--- src/rtl/vp_pkg.sv ---
// vp_pkg: shared constants and types for the vertex stream loader
// Macro: VLOAD_DEFAULT_W_EN selects 3-component vertices with w forced to 1.0f
package vp_pkg;
    localparam int ADDR_W = 8;
    localparam int DATA_W = 128;
    localparam int COMP_W = 32;
    localparam int CNT_W  = 9;
    localparam logic [31:0] F32_ONE = 32'h3F800000;
`ifdef VLOAD_DEFAULT_W_EN
    localparam logic [1:0] LAST_COMP = 2'd2;
`else
    localparam logic [1:0] LAST_COMP = 2'd3;
`endif
    typedef enum logic [1:0] {IDLE, LOAD, DONE} load_state_t;
    typedef logic [1:0] comp_idx_t;
endpackage

--- src/rtl/vertex_packer.sv ---
// vertex_packer: packs handshaken stream components into one vertex
// Ports: clk, rst_n (async active-low); hs = accepted word; clear = drop partial vertex;
//        data = incoming component; vertex = packed vertex including the current word;
//        complete = this handshake carries the last component of a vertex.
// Macro: VLOAD_DEFAULT_W_EN forces the w slot to 1.0f and wraps after z.
module vertex_packer import vp_pkg::*; #(
    parameter int COMP_W = vp_pkg::COMP_W
) (
    input  logic                  clk,
    input  logic                  rst_n,
    input  logic                  hs,
    input  logic                  clear,
    input  logic [COMP_W-1:0]     data,
    output logic [4*COMP_W-1:0]   vertex,
    output logic                  complete
);
    comp_idx_t idx;
    // Ascending packed range puts slot 0 (x) in the most significant bits.
    logic [0:3][COMP_W-1:0] pack, merged;
    assign complete = hs && idx == LAST_COMP;
    assign vertex = merged;
    // Merge the word being accepted so the top can register the full vertex on that edge.
    always_comb begin
        merged = pack;
        if (hs) merged[idx] = data;
`ifdef VLOAD_DEFAULT_W_EN
        merged[3] = F32_ONE;
`endif
    end
    always_ff @(posedge clk or negedge rst_n) begin
        if (!rst_n) begin
            idx  <= '0;
            pack <= '0;
        end else if (clear) begin
            idx  <= '0;
            pack <= '0;
        end else if (hs) begin
            pack[idx] <= data;
            idx       <= complete ? '0 : idx + 1'b1;
        end
    end
endmodule

--- src/rtl/vertex_stream_loader.sv ---
// vertex_stream_loader: loads a component stream as packed vertices into data memory
// Ports: clk, rst_n (async active-low); start/abort control; base_addr, vert_count latched on start;
//        s_valid/s_data/s_ready component stream; vert_in/addr_inf/we_inf memory write port;
//        busy high while loading; done one-cycle completion pulse.
// Macro: VLOAD_DEFAULT_W_EN selects 3-component vertices with w forced to 1.0f.
module vertex_stream_loader import vp_pkg::*; #(
    parameter int ADDR_W = vp_pkg::ADDR_W,
    parameter int DATA_W = vp_pkg::DATA_W,
    parameter int COMP_W = vp_pkg::COMP_W,
    parameter int CNT_W  = vp_pkg::CNT_W
) (
    input  logic              clk,
    input  logic              rst_n,
    input  logic              start,
    input  logic              abort,
    input  logic [ADDR_W-1:0] base_addr,
    input  logic [CNT_W-1:0]  vert_count,
    input  logic              s_valid,
    input  logic [COMP_W-1:0] s_data,
    output logic              s_ready,
    output logic [DATA_W-1:0] vert_in,
    output logic [ADDR_W-1:0] addr_inf,
    output logic              we_inf,
    output logic              busy,
    output logic              done
);
    load_state_t       state;
    logic [ADDR_W-1:0] addr;
    logic [CNT_W-1:0]  remaining;
    logic [DATA_W-1:0] vertex;
    logic              complete;
    logic              hs;
    assign s_ready = state == LOAD;
    assign hs = s_valid && s_ready;
    vertex_packer #(.COMP_W(COMP_W)) u_packer (
        .clk      (clk),
        .rst_n    (rst_n),
        .hs       (hs),
        .clear    (abort),
        .data     (s_data),
        .vertex   (vertex),
        .complete (complete)
    );
    always_ff @(posedge clk or negedge rst_n) begin
        if (!rst_n) begin
            state     <= IDLE;
            addr      <= '0;
            remaining <= '0;
            vert_in   <= '0;
            addr_inf  <= '0;
            we_inf    <= 1'b0;
            busy      <= 1'b0;
            done      <= 1'b0;
        end else begin
            we_inf <= 1'b0;
            done   <= 1'b0;
            case (state)
                IDLE: if (start && !abort) begin
                    addr      <= base_addr;
                    remaining <= vert_count;
                    state     <= vert_count == '0 ? DONE : LOAD;
                    busy      <= vert_count != '0;
                end
                LOAD: if (abort) begin
                    state <= IDLE;
                    busy  <= 1'b0;
                end else if (complete) begin
                    vert_in   <= vertex;
                    addr_inf  <= addr;
                    we_inf    <= 1'b1;
                    addr      <= addr + 1'b1;
                    remaining <= remaining - 1'b1;
                    // Leaving LOAD here drops s_ready on the very next cycle.
                    if (remaining == CNT_W'(1)) begin
                        state <= DONE;
                        busy  <= 1'b0;
                    end
                end
                DONE: begin
                    state <= IDLE;
                    done  <= 1'b1;
                end
                default: state <= IDLE;
            endcase
        end
    end
endmodule

--- config.mk ---
export PLATFORM = sky130hd
export DESIGN_NAME = vertex_stream_loader
export DESIGN_NICKNAME = d
export VERILOG_FILES = /design/src/rtl/vp_pkg.sv /design/src/rtl/vertex_packer.sv /design/src/rtl/vertex_stream_loader.sv
export SDC_FILE = /design/constraint.sdc
export NUM_CORES = 1
export LEC_CHECK = 0
export CORE_MARGIN = 4
export CORE_UTILIZATION = 50
export DETAILED_ROUTE_END_ITERATION = 8
export GPL_ROUTABILITY_DRIVEN = 1
export GPL_TIMING_DRIVEN = 0
export PLACE_DENSITY = 0.77
export SETUP_SLACK_MARGIN = 0.15
export SLEW_MARGIN = 30
export SYNTH_ARGS = -nofsm -noshare
export SYNTH_HDL_FRONTEND = slang
export SYNTH_SLANG_ARGS = --single-unit
export TNS_END_PERCENT = 1
--- constraint.sdc ---
create_clock -name clk -period 3.2 [get_ports clk]
set_clock_uncertainty 0.15 [all_clocks]
set_input_delay 0.64 -clock clk [delete_from_list [all_inputs] [get_ports clk]]
set_output_delay 0.64 -clock clk [all_outputs]
set_load 0.01 [all_outputs]
* Yosys cells after proc, flatten, opt, wreduce, memory -nomap -nowiden *
Cells that the tools add are included.

word-level totals
  input port bits = 54
  output and inout port bits = 140
  logic and storage cells = 74
  bits in registers = 288

operators by class
  bitwise gates (word level) = 2
  reductions and logical operators = 14
  order comparisons = 2
  $add $sub $neg = 3
  mux-type cells = 31
  equality and inequality tests = 9

operator list
  operator                                                  count
  2-to-1 mux 128 bit                                        2
  bitwise mux 128 bit                                       1
  demux 32 bit (select 2 bit)                               1
  2-to-1 mux 32 bit                                         1
  2-to-1 mux 9 bit                                          3
  2-to-1 mux 8 bit                                          3
  case mux 9 bit (2 select lines)                           1
  2-to-1 mux 2 bit                                          8
  case mux 8 bit (2 select lines)                           1
  == test 9 x 1 -> 1 bit, second input constant             1
  zero test 9 bit                                           1
  nonzero test 9 bit                                        1
  subtractor 9 x 1 -> 9 bit, second input constant          1
  adder 8 x 1 -> 8 bit, second input constant               1
  2-to-1 mux 1 bit                                          8
  AND reduction 4 bit                                       2
  inequality test 3 x 2 -> 1 bit, second input constant     2
  AND reduction 3 bit                                       2
  == test 2 bit, second input constant                      2
  logical AND 1 bit                                         4
  inequality test 2 bit, second input constant              2
  case mux 2 bit (2 select lines)                           1
  nonzero test 2 bit                                        2
  greater-or-equal comparator 3 bit, second input constant  1
  9 further kinds                                           9

* Longest topological paths before layout *
Gate-level depths: netlist of run 1.

  word-level depth = 8
  depth in mapped cells = 7
  depth with buffers taken out = 6

* Hierarchy *
A second synthesis of run 1 with hierarchy kept.

unflattened totals
  cells, all modules = 1044
  area total of the unflattened synthesis = 14392.6 um2

modules (own cells, without submodules)
  module                instances  area each (um2)  sequential area each (um2)  cells an instance
  vertex_packer         1          7414.6           3253.1                      608
  vertex_stream_loader  1          6977.9           3953.8                      436

* Worst setup path before layout of run 1 *
Ideal clock, no wire load.

  path type = input -> register
  start point = input abort
  end point = register remaining[1]
  library setup time = 124 ps
  path slack = 1147 ps
  stages = 6
  arrival = 1778 ps
  path through = buf_6 or4b_4 o21a_1 buf_6 a211oi_2 a21oi_1

between the ends
  word-level cells in the longest chain between the ends = 4
  elaborated cells on any way between the ends = 5

ends and longest elaborated chain
  item                             line                        RTL
  start: declaration               vertex_stream_loader.sv:15  input logic abort,
  zero test 1 bit                  vertex_stream_loader.sv:58  IDLE: if (start && !abort) begin
  logical AND 1 bit                vertex_stream_loader.sv:58
  inequality test 2 bit (no line)  --
  AND reduction 4 bit (no line) *  --
  end signal: assignment           vertex_stream_loader.sv:60  remaining <= vert_count;
  end signal: assignment           vertex_stream_loader.sv:72  remaining <= remaining - 1'b1;
  end: declaration                 vertex_stream_loader.sv:29  logic [CNT_W-1:0] remaining;

Every way passes the cells marked *; elsewhere a longest branch is shown, timed or not.
A chain may end at the register's enable or synchronous reset.

* Final worst setup path of run 1 *
  start point = register state[1]
  end point = output s_ready

between the ends
  word-level cells in the longest chain between the ends = 1

ends and longest elaborated chain
  item                      line                        RTL
  start: declaration        vertex_stream_loader.sv:27  load_state_t state;
  start signal: assignment  vertex_stream_loader.sv:61  state <= vert_count == '0 ? DONE : LOAD;
  == test 2 x 1 -> 1 bit    vertex_stream_loader.sv:33  assign s_ready = state == LOAD;
  end: declaration          vertex_stream_loader.sv:20  output logic s_ready,

No other way between the ends.

==> summary.txt, run 1 <==
Outcome
  – Status: finished, final reports clean

Critical path
  – Worst flop-to-flop path startpoint: u_packer.idx[0]
  – Setup Crit Path Kind: reg2out
  – Worst Reg-to-Reg Cells: 7
  – CP cell instances: nand2b_1, buf_2, inv_2, buf_4, buf_4, dlygate4sd2_1
  – Slack of the worst reg-to-reg path: a little over 1 ns
  – Slowest CP cell: dfrtp_2
  – Max incr delay on CP: 0.45 ns
  – Worst r2r dst: vert_in[92]
  – CP Max Fanout: 10
  – Worst setup EP type: output port
  – Most used cell, CP: buf_4
  – CP required: between 2 and 2.5 ns
  – Crit path launch type: flop
  – CP Data Arrival Time: just over 2 ns
  – Largest delay contributor family on the critical path: buffers and inverters
  – Crit path buffers/inverters: 5

Logic synthesis
  – Mapped Avg Cell Area: roughly 12 sq um
  – Post-synth EDFFs: 0
  – Seq/Total Area, Yosys: 0.631
  – Post-Synthesis Cells: 871
  – Synth async-reset ratio: 1.00
  – Post-Syn Nets: 932
  – Yosys cell types: between 40 and 50
  – Synth Cell Area: about 10000 sq um
  – YS warnings: 0
  – Main synth FF type: dfrtp_1
  – Synthesized flop and latch total: 256

STA
  – Tmin final: roughly 2.8 ns
  – Pins Over Slew Limit: 0
  – Final Hold Fails: 0
  – Highest Clock Rate: between 300 and 400 MHz
  – Slew margin rel.: 0.583
  – Final Setup Violations: 0
  – RSZ-0062 raised after global routing: false
  – Fin crit share: 0.883
  – Worst-Margin Slew: around 0.63 ns

Placement
  – HPWL after detailed placement: 17.7 mm
  – Port Buf Inserts: roughly 190
  – RePlAce Congestion: 0.819

Die
  – Die ar.: ~23000 sq um
  – Core area: approximately 20000 sq um
  – Die width: ~150 um
  – Die Y-Extent: ~150 um
  – Std-Cell Rows: 51
  – Initial Utilization: 0.515
  – Ports: just under 200

Routing
  – Via Count: 7415
  – DR WL/cell: around 19 um
  – Antenna viol nets, final: 0
  – TritonRoute pass-1 iters: 4
  – Detailed Route Iter0 Violations: around 270
  – DRC violations left: 0
  – WL final: about 26 mm
  – Vias/cell: around 5.4

Min path
  – Worst hold endpoint: state[0]
  – Min-Delay Path Depth: 3
  – HP Class: in2reg
  – Hold Crit Start: abort

Pwr
  – Leakage: slightly below 7 nW
  – Worst vdd ir: slightly below 0.0004 V
  – Power Total: around 7.3 mW
  – Pwr dens: ~550 nW/um^2

Clocking
  – Root Buffer Master: clkbuf_16
  – Max Buffers Root-to-Sink: 3
  – CTS tree: built
  – Clock slew at reported path FFs: around 0.06 ns
  – Cts bufs inserted: 27
  – Clk sinks: about 260
  – Skew-Pair Late Insertion Delay: 0.52 ns
  – # H-tree levels: 1

Finish
  – P&R area growth vs syn: 32.1%
  – Antenna Cells: 0
  – Final Core Density: 0.680
  – Most common cell after layout, fill and taps aside: dfrtp_1
  – Commonest cells after routing, fill and taps aside: 254 x dfrtp_1, 205 x nor2_1, 190 x clkdlybuf4s50_1
  – FF+latch area: ~6400 sq um
  – Final nets: around 1200
  – Footprint of the multi-input gates: approximately 3400 sq um
  – Share of layout cells above drive strength 1: 0.126
  – Layout fillers: roughly 1400

GRT
  – Number of global-route vias before repair: between 7000 and 8000
  – Total gr overflow: 0
  – Largest net degree at the start of global routing: 87
  – Global router's overall resource usage: 0.230
  – First-pass GRT wire length: between 40 and 50 mm
  – Antenna violations before repair: 0

Job
  – Max_cap viols: 0
==> cell type report <==
cell class,count,area share
tap,265,0.0247
clock inverter,9,0.00756
inverter,10,0.00280
multi-input combinational,550,0.255
sequential,256,0.478
buffer,55,0.0223
timing repair buffer,196,0.150
clock buffer,39,0.0597
==> logic make-up (layout without fill, tap and decap cells) <==
kind of cell / after synthesis / after routing / share of synthesized area
flops: 256 / 256 / 0.631
simple gates: 248 / 248 / 0.103
compound gates: 157 / 157 / 0.0839
mux: 138 / 138 / 0.141
buf+inv: 65 / 309 / 0.0329
fa+ha+maj: 7 / 7 / 0.00862
==> worst min-delay path: cells and delay by family <==
kind | cells | cell delay, ns
and+or+nand+nor | 1 | 0.14
AOI/OAI and AO/OA | 1 | 0.06
buffers and inverters | 1 | 0.09
==> per-layer routing <==
layer  vias up  wire [um]  GRT usage
li1       3429          -          -
met1      3733      11300      0.321
met2       215      12400      0.375
met3        38       1650     0.0479
met4         0        569     0.0549
met5         -          0          0
==> registers in the layout, summed over array words and instances, names as in the netlist <==
name           flops
vert_in          128
u_packer.pack     96
state              2
remaining          9
done               1
busy               1
addr_inf           8
we_inf             1
u_packer.idx       2
addr               8
==> synth_stat cells, types with 2 or more instances <==
cell type	number	area [sq um]
a21oi_1	117	586
a22oi_1	3	22.5
a31oi_1	2	12.5
and3_1	2	12.5
and3b_1	2	17.5
buf_2	27	135
buf_4	11	82.6
buf_6	2	22.5
clkbuf_1	15	56.3
dfrtp_1	256	6410
ha_1	7	87.6
inv_1	9	33.8
mux2_1	2	22.5
mux2_2	38	428
mux2i_1	98	981
nand2_1	7	26.3
nand2_2	3	18.8
nand2b_1	3	18.8
nand3_1	5	25.0
nand4_1	2	12.5
nor2_1	205	769
nor3_1	7	35.0
o21ai_0	5	25.0
o21ai_1	15	75.1
o22ai_1	4	25.0
or4_1	2	15.0
==> repair_timing <==
item,in CTS,in global routing
resized for setup,4,0
hold buffers,1,0
hold endpoints to repair,55,0
buffers inserted,0,0
setup endpoints to repair,1,0
==> power breakdown <==
group | total (mW) | switching (mW) | internal [mW] | leakage, nW
registers | 3.49 | 0.118 | 3.37 | 3.52
logic | 0.702 | 0.398 | 0.304 | 2.91
clock network | 3.14 | 1.25 | 1.89 | 0.453
==> worst max-delay path by stage <==
stage               startpoint           end  slack, ns  cells after the start
detailed placement     s_valid   vert_in[92]       0.44                      7
CTS                   state[1]       s_ready       0.36                      6
global placement         rst_n  vert_in[122]      -9.55                      1
floorplan                abort  remaining[1]       1.15                      6
global route          state[1]       s_ready       0.26                      6
finish                state[1]       s_ready       0.38                      6
==> per-stage QoR <==
stage	cell area [sq um]	hold slack [ns]	setup WS, ns	TNS [ns]	instances
floorplan	10200	0.194	1.15	0	871
global placement	12400	0.317	-9.55	-2438.69	1328
detailed placement	12500	0.328	0.444	0	1331
CTS	13400	0.281	0.364	0	1380
global route	13400	0.303	0.265	0	1380
finish	13400	0.299	0.375	0	1380
(Power assumes the default switching activity.)
==> inputs of run 2 (changes only) <==
SETUP_SLACK_MARGIN = 0.5   (was 0.15)
==> run 2 against run 1 <==
Sequential share of layout area shrank 0.18 points. Critical path type unchanged. First-iteration DRC count grew 18%. Die area is the same. Clock power is essentially flat. Power grew 0.24%. Core utilization grew 0.25 points. Setup slack gained 0.23 ns. Final cell count grew 0.29%. Highest routed layer unchanged. Maximum frequency grew 9.0%. Clock-buffer cell count is the same. Worst hold slack is essentially flat.
==> summary.txt, run 2 (same netlist as run 1, synthesis figures left out) <==
STA
  – Highest Clock Rate: 386 MHz (+9.0%)
  – RSZ-0062 raised after global routing: false
  – Pins Over Slew Limit: 0 (unchanged)
  – Worst-Margin Slew: 0.614 ns (-0.0110 ns)
  – Fin crit share: 0.810 (-0.0725)
  – Final Setup Violations: 0 (unchanged)
  – Final Hold Fails: 0 (unchanged)
  – Tmin final: 2.59 ns (-0.232 ns)
  – Hold WS: 0.298 ns (-0.000296 ns)
  – Setup TNS: 0 ns (unchanged)
  – Slew margin rel.: 0.591 (+0.00732)

Finish
  – Reg with most FFs: vert_in
  – Commonest cells after routing, fill and taps aside: 254 x dfrtp_1, 205 x nor2_1, 190 x clkdlybuf4s50_1
  – Max reg flops: 128 (unchanged)
  – Most common cell after layout, fill and taps aside: dfrtp_1
  – Post-Layout Cell Count: 1384 (+0.29%)
  – Layout fillers: 1445 (unchanged)
  – Share of layout cells above drive strength 1: 0.130 (+0.00402)
  – Fin area: 13500 sq um (+0.37%)
  – Antenna Cells: 0 (unchanged)
  – Final Core Density: 0.683 (+0.00254)
  – P&R area growth vs syn: 32.6%
  – Final nets: 1161 (+0.35%)
  – Largest regs: vert_in: 128 flops, u_packer.pack: 96 flops, remaining: 9 flops

Routing
  – Detailed Route Iter0 Violations: 322 (+18%)
  – Vias/cell: 5.33 (-0.79%)
  – TritonRoute pass-1 iters: 5 (+1)
  – Via Count: 7378 (-0.50%)
  – WL final: 26.0 mm (+0.37%)
  – DRC violations left: 0 (unchanged)
  – Antenna viol nets, final: 0 (unchanged)
  – DR WL/cell: 18.8 um (about the same)

Clocking
  – Max Buffers Root-to-Sink: 3 (unchanged)
  – Skew-Pair Late Insertion Delay: 0.52 ns (about the same)
  – Clock slew at reported path FFs: 0.06 ns (about the same)
  – CTS tree: built
  – Clk sinks: 256 (unchanged)
  – Root Buffer Master: clkbuf_16
  – Cts bufs inserted: 27 (unchanged)
  – # H-tree levels: 1 (unchanged)

Die
  – Die ar.: 22700 sq um (unchanged)
  – Die Y-Extent: 151 um (unchanged)
  – Initial Utilization: 0.515 (unchanged)
  – Core area: 19700 sq um (unchanged)
  – Std-Cell Rows: 51 (unchanged)
  – Die width: 151 um (unchanged)
  – Ports: 194 (unchanged)

Critical path
  – Crit path launch type: flop
  – CP Data Arrival Time: 1.80 ns (-0.23 ns)
  – CP Max Fanout: 10 (unchanged)
  – CP required: 2.41 ns (about the same)
  – Worst setup EP type: output port
  – Setup Crit Path Kind: reg2out

GRT
  – Largest net degree at the start of global routing: 87 (unchanged)
  – First-pass GRT wire length: 41.2 mm (+0.28%)
  – Antenna violations before repair: 0 (unchanged)
  – Global router's overall resource usage: 0.231 (+0.000586)
  – Number of global-route vias before repair: 7540 (+0.12%)
  – Total gr overflow: 0 (unchanged)

Placement
  – Placed cell areas: 12500 sq um (unchanged)
  – RePlAce Congestion: 0.819 (unchanged)
  – Port Buf Inserts: 192 (unchanged)
  – HPWL after detailed placement: 17.7 mm (unchanged)
  – Placed cells: 1331 (unchanged)

Pwr
  – Worst vdd ir: 0.000387 V (about the same)
  – Leakage: 6.91 nW (+0.35%)
  – Pwr dens: 546 nW/um^2 (-0.13%)

Outcome
  – Status: finished, final reports clean

Job
  – Max_cap viols: 0 (unchanged)

Min path
  – HP Class: in2reg
run 2: layer usage:
metal / share of wire / wire length (um) / GRT usage / vias up
li1: - / - / - / 3434
met1: 0.44 / 11400 / 0.321 / 3710
met2: 0.48 / 12400 / 0.376 / 196
met3: 0.062 / 1610 / 0.0482 / 38
met4: 0.022 / 567 / 0.0549 / 0
met5: 0 / 0 / 0 / -
run 2: critical path, cell delays in order, from the launching register on:
cell	delay, ns
dfrtp_2	0.41
nand2b_1	0.14
buf_4	0.17
inv_2	0.09
buf_8	0.13
buf_8	0.13
clkdlybuf4s15_2	0.22
run 2: repair_timing:
action / 4_1_cts / 5_1_grt
hold endpoints to repair: 55 / 0
setup endpoints to repair: 1 / 1
hold buffers: 1 / 0
setup buffers: 1 / 3
resized for setup: 8 / 4
run 2: final timing paths:
check / slack, ns / startpoint / cells past startpoint / to
min: 0.30 / abort / 3 / state[0]
max: 0.61 / state[1] / 6 / s_ready
min in group asynchronous: 0.48 / rst_n / 2 / vert_in[71]
min reg2reg: 0.34 / addr_inf[7] / 1 / addr_inf[7]
max in group asynchronous: 1.45 / rst_n / 4 / u_packer.pack[90]
max reg2reg: 0.98 / state[1] / 7 / vert_in[92]
run 2: layout make-up:
| type | count | area [sq um] | share of cell area |
|---|---|---|---|
| clock inverters | 9 | 101 | 0.00753 |
| repair buffers | 200 | 2050 | 0.152 |
| well taps | 265 | 332 | 0.0246 |
| flip-flops and latches | 256 | 6410 | 0.476 |
| inverters | 10 | 37.5 | 0.00279 |
| multi-input cells | 550 | 3420 | 0.254 |
| clock buffers | 39 | 801 | 0.0595 |
| plain buffers | 55 | 317 | 0.0235 |
run 2: through the flow:
stage	total power, mW	worst slack (ns)
6_report	7.34	0.607
5_1_grt	7.64	0.513
4_1_cts	7.38	0.506
3_5_place_dp	4.24	0.444
3_3_place_gp	4.22	-9.55
2_1_floorplan	3.90	1.15
run 2: power breakdown:
| part | internal, mW | switching, mW |
|---|---|---|
| combinational | 0.320 | 0.408 |
| clock | 1.89 | 1.24 |
| sequential | 3.37 | 0.115 |
==> inputs of run 3 (changes only) <==
CORE_UTILIZATION = 46   (was 50)
PLACE_DENSITY = 0.75   (was 0.77)
clock period = 2.1 ns   (was 3.2 ns; I/O delays follow)
==> run 3 against run 2 <==
The flow now finishes with violations (negative hold slack). Final area rose by 11%. Power rose by 65%. Clock power rose by 68%. Clock-buffer cell count did not move. Sequential cell count did not move. Combinational power rose by 98%. First-iteration DRC count fell by 12%. Via count rose by 2.8%. Register-to-register slack got worse by 0.91 ns. Setup slack got worse by 0.60 ns. Final cell count rose by 1.9%. Critical endpoint unchanged. Largest cell class unchanged. Largest power group unchanged.
==> summary.txt, run 3 (same netlist as run 1, synthesis figures left out) <==
Outcome
  – Status: finished with violations
  – Failing checks: negative hold slack

Clocking
  – Clock slew at reported path FFs: 0.06 ns (about the same)
  – Skew-Pair Late Insertion Delay: 0.53 ns (about the same)
  – Root Buffer Master: clkbuf_16
  – Max Buffers Root-to-Sink: 3 (unchanged)
  – Cts bufs inserted: 27 (unchanged)
  – CTS tree: built
  – Clk sinks: 256 (unchanged)
  – # H-tree levels: 1 (unchanged)

STA
  – Hold WS: -0.332 ns (-0.630 ns)
  – Worst setup margin: 0.0117 ns (-0.596 ns)
  – Tmin final: approximately 2.1 ns
  – Pins Over Slew Limit: 0 (unchanged)
  – Worst-Margin Slew: 0.648 ns (+0.0335 ns)
  – Slew margin rel.: 0.568 (-0.0224)
  – Fin crit share: 0.994
  – Final Setup Violations: 0 (unchanged)
  – Highest Clock Rate: between 400 and 500 MHz
  – Final Hold Fails: 61 (+61)
  – Setup TNS: 0 ns (unchanged)
  – RSZ-0062 raised after global routing: true

Pwr
  – Flop pwr share: 0.445 (-0.029)
  – Power Total: 12.1 mW (+65%)
  – Switching portion of total power: 0.246 (+0.00570)
  – Power Internal: 9.13 mW (+64%)
  – Switch Pwr: 2.97 mW (+69%)
  – Pwr dens: 806 nW/um^2 (+48%)
  – Clock Power Share: 0.436 (+0.009)
  – Leakage: 7.16 nW (+3.6%)
  – Worst vdd ir: 0.000554 V (+43%)
  – Comb power frac: 0.119 (+0.020)

Finish
  – Fin area: 15000 sq um (+11%)
  – Max reg flops: 128 (unchanged)
  – Antenna Cells: 0 (unchanged)
  – Largest regs: vert_in: 128 flops, u_packer.pack: 96 flops, remaining: 9 flops
  – Commonest cells after routing, fill and taps aside: 251 x dfrtp_1, 199 x nor2_1, 88 x buf_2
  – Final nets: 1171 (+0.86%)
  – Share of layout cells above drive strength 1: 0.392 (+0.262)
  – Reg with most FFs: vert_in
  – Most common cell after layout, fill and taps aside: dfrtp_1
  – P&R area growth vs syn: 47.8%
  – Layout fillers: 1534 (+6.2%)

Critical path
  – CP Max Fanout: 2 (-8)
  – Setup Crit Path Kind: reg2out
  – Crit path launch type: flop
  – Worst setup EP type: output port
  – CP Data Arrival Time: 1.52 ns (-0.28 ns)
  – CP required: 1.53 ns (-0.88 ns)

Routing
  – Detailed Route Iter0 Violations: 283 (-12%)
  – Vias/cell: 5.38 (+0.87%)
  – DRC violations left: 0 (unchanged)
  – DR WL/cell: 20.2 um (+7.5%)
  – Antenna viol nets, final: 0 (unchanged)
  – WL final: 28.4 mm (+9.5%)
  – Via Count: 7582 (+2.8%)
  – TritonRoute pass-1 iters: 4 (-1)

Min path
  – HP Class: in2async

Placement
  – Port Buf Inserts: 192 (unchanged)
  – Placed cell areas: 12500 sq um (+0.26%)
  – HPWL after detailed placement: 17.6 mm (-0.39%)
  – Post-placement setup slack: -0.452 ns (-0.895 ns)
  – RePlAce Congestion: 0.832 (+1.6%)

GRT
  – Global router's overall resource usage: 0.219 (-0.0118)
  – Number of global-route vias before repair: 7900 (+4.8%)
  – First-pass GRT wire length: 43.0 mm (+4.4%)
  – Total gr overflow: 0 (unchanged)
  – Largest net degree at the start of global routing: 87 (unchanged)
  – Antenna violations before repair: 0 (unchanged)

Job
  – Max_cap viols: 0 (unchanged)

Die
  – Core area: 21800 sq um (+10%)
  – Die Y-Extent: 157 um (+4.0%)
  – Die width: 157 um (+4.0%)
  – Die ar.: 24500 sq um (+8.2%)
  – Initial Utilization: 0.467 (-0.0483)
  – Std-Cell Rows: 54 (+5.9%)
  – Ports: 194 (unchanged)
==> run 3: worst max-delay path, cell delays in order (launching register included) <==
cell and delay, ns:
dfrtp_2 0.42, nand2b_4 0.14, buf_6 0.11, inv_4 0.04, buf_6 0.09, buf_8 0.09, buf_6 0.09
==> run 3: cell type report <==
| cell class | count | area (sq um) | area share |
|---|---|---|---|
| clock buffers | 39 | 821 | 0.0547 |
| flip-flops and latches | 256 | 6410 | 0.427 |
| multi-input cells | 550 | 4670 | 0.311 |
| well taps | 280 | 350 | 0.0233 |
| inverters | 10 | 40.0 | 0.00267 |
| clock inverters | 10 | 181 | 0.0121 |
| repair buffers | 210 | 1800 | 0.120 |
| plain buffers | 55 | 734 | 0.0489 |
==> run 3: layer usage <==
metal | vias to the layer above | global-route usage | part of all wire
li1 | 3458 | - | -
met1 | 3877 | 0.294 | 0.41
met2 | 208 | 0.370 | 0.51
met3 | 39 | 0.0473 | 0.063
met4 | 0 | 0.0479 | 0.016
met5 | - | 0 | 0
==> run 3: stage by stage <==
stage / std cells / hold slack [ns] / util
global route: 1410 / -0.304 / 0.690
finish: 1410 / -0.332 / 0.690
detailed placement: 1346 / 0.253 / 0.576
CTS: 1409 / -0.314 / 0.636
floorplan: 871 / -0.0256 / -
global placement: 1343 / 0.320 / 0.572
==> run 3: path summary, 6_finish.rpt <==
check | start | end | slack [ns] | cells after the start
setup / recovery | state[1] | s_ready | 0.01 | 6
hold / removal | rst_n | vert_in[6] | -0.33 | 1
setup reg to reg | state[1] | vert_in[105] | 0.07 | 8
hold reg to reg | vert_in[16] | vert_in[16] | 0.35 | 1
max in group asynchronous | rst_n | vert_in[58] | 1.15 | 3
min in group clk | abort | state[0] | 0.09 | 3
==> run 3: repair_timing <==
| item | 4_1_cts | 5_1_grt |
|---|---|---|
| endpoints found under the setup margin | 393 | 393 |
| pin swaps | 2 | 38 |
| endpoints found under the hold margin | 61 | 61 |
| cloned | 1 | 0 |
| setup buffers | 13 | 1 |
| resized for setup | 49 | 804 |
==> run 3: power groups by stage <==
stage	sequential [mW]	combinational [mW]	clock, mW
2_1_floorplan	5.37	0.580	0
3_3_place_gp	5.41	1.04	0
3_5_place_dp	5.40	1.08	0
4_1_cts	5.32	1.20	5.35
5_1_grt	5.41	1.57	5.60
6_report	5.39	1.44	5.27
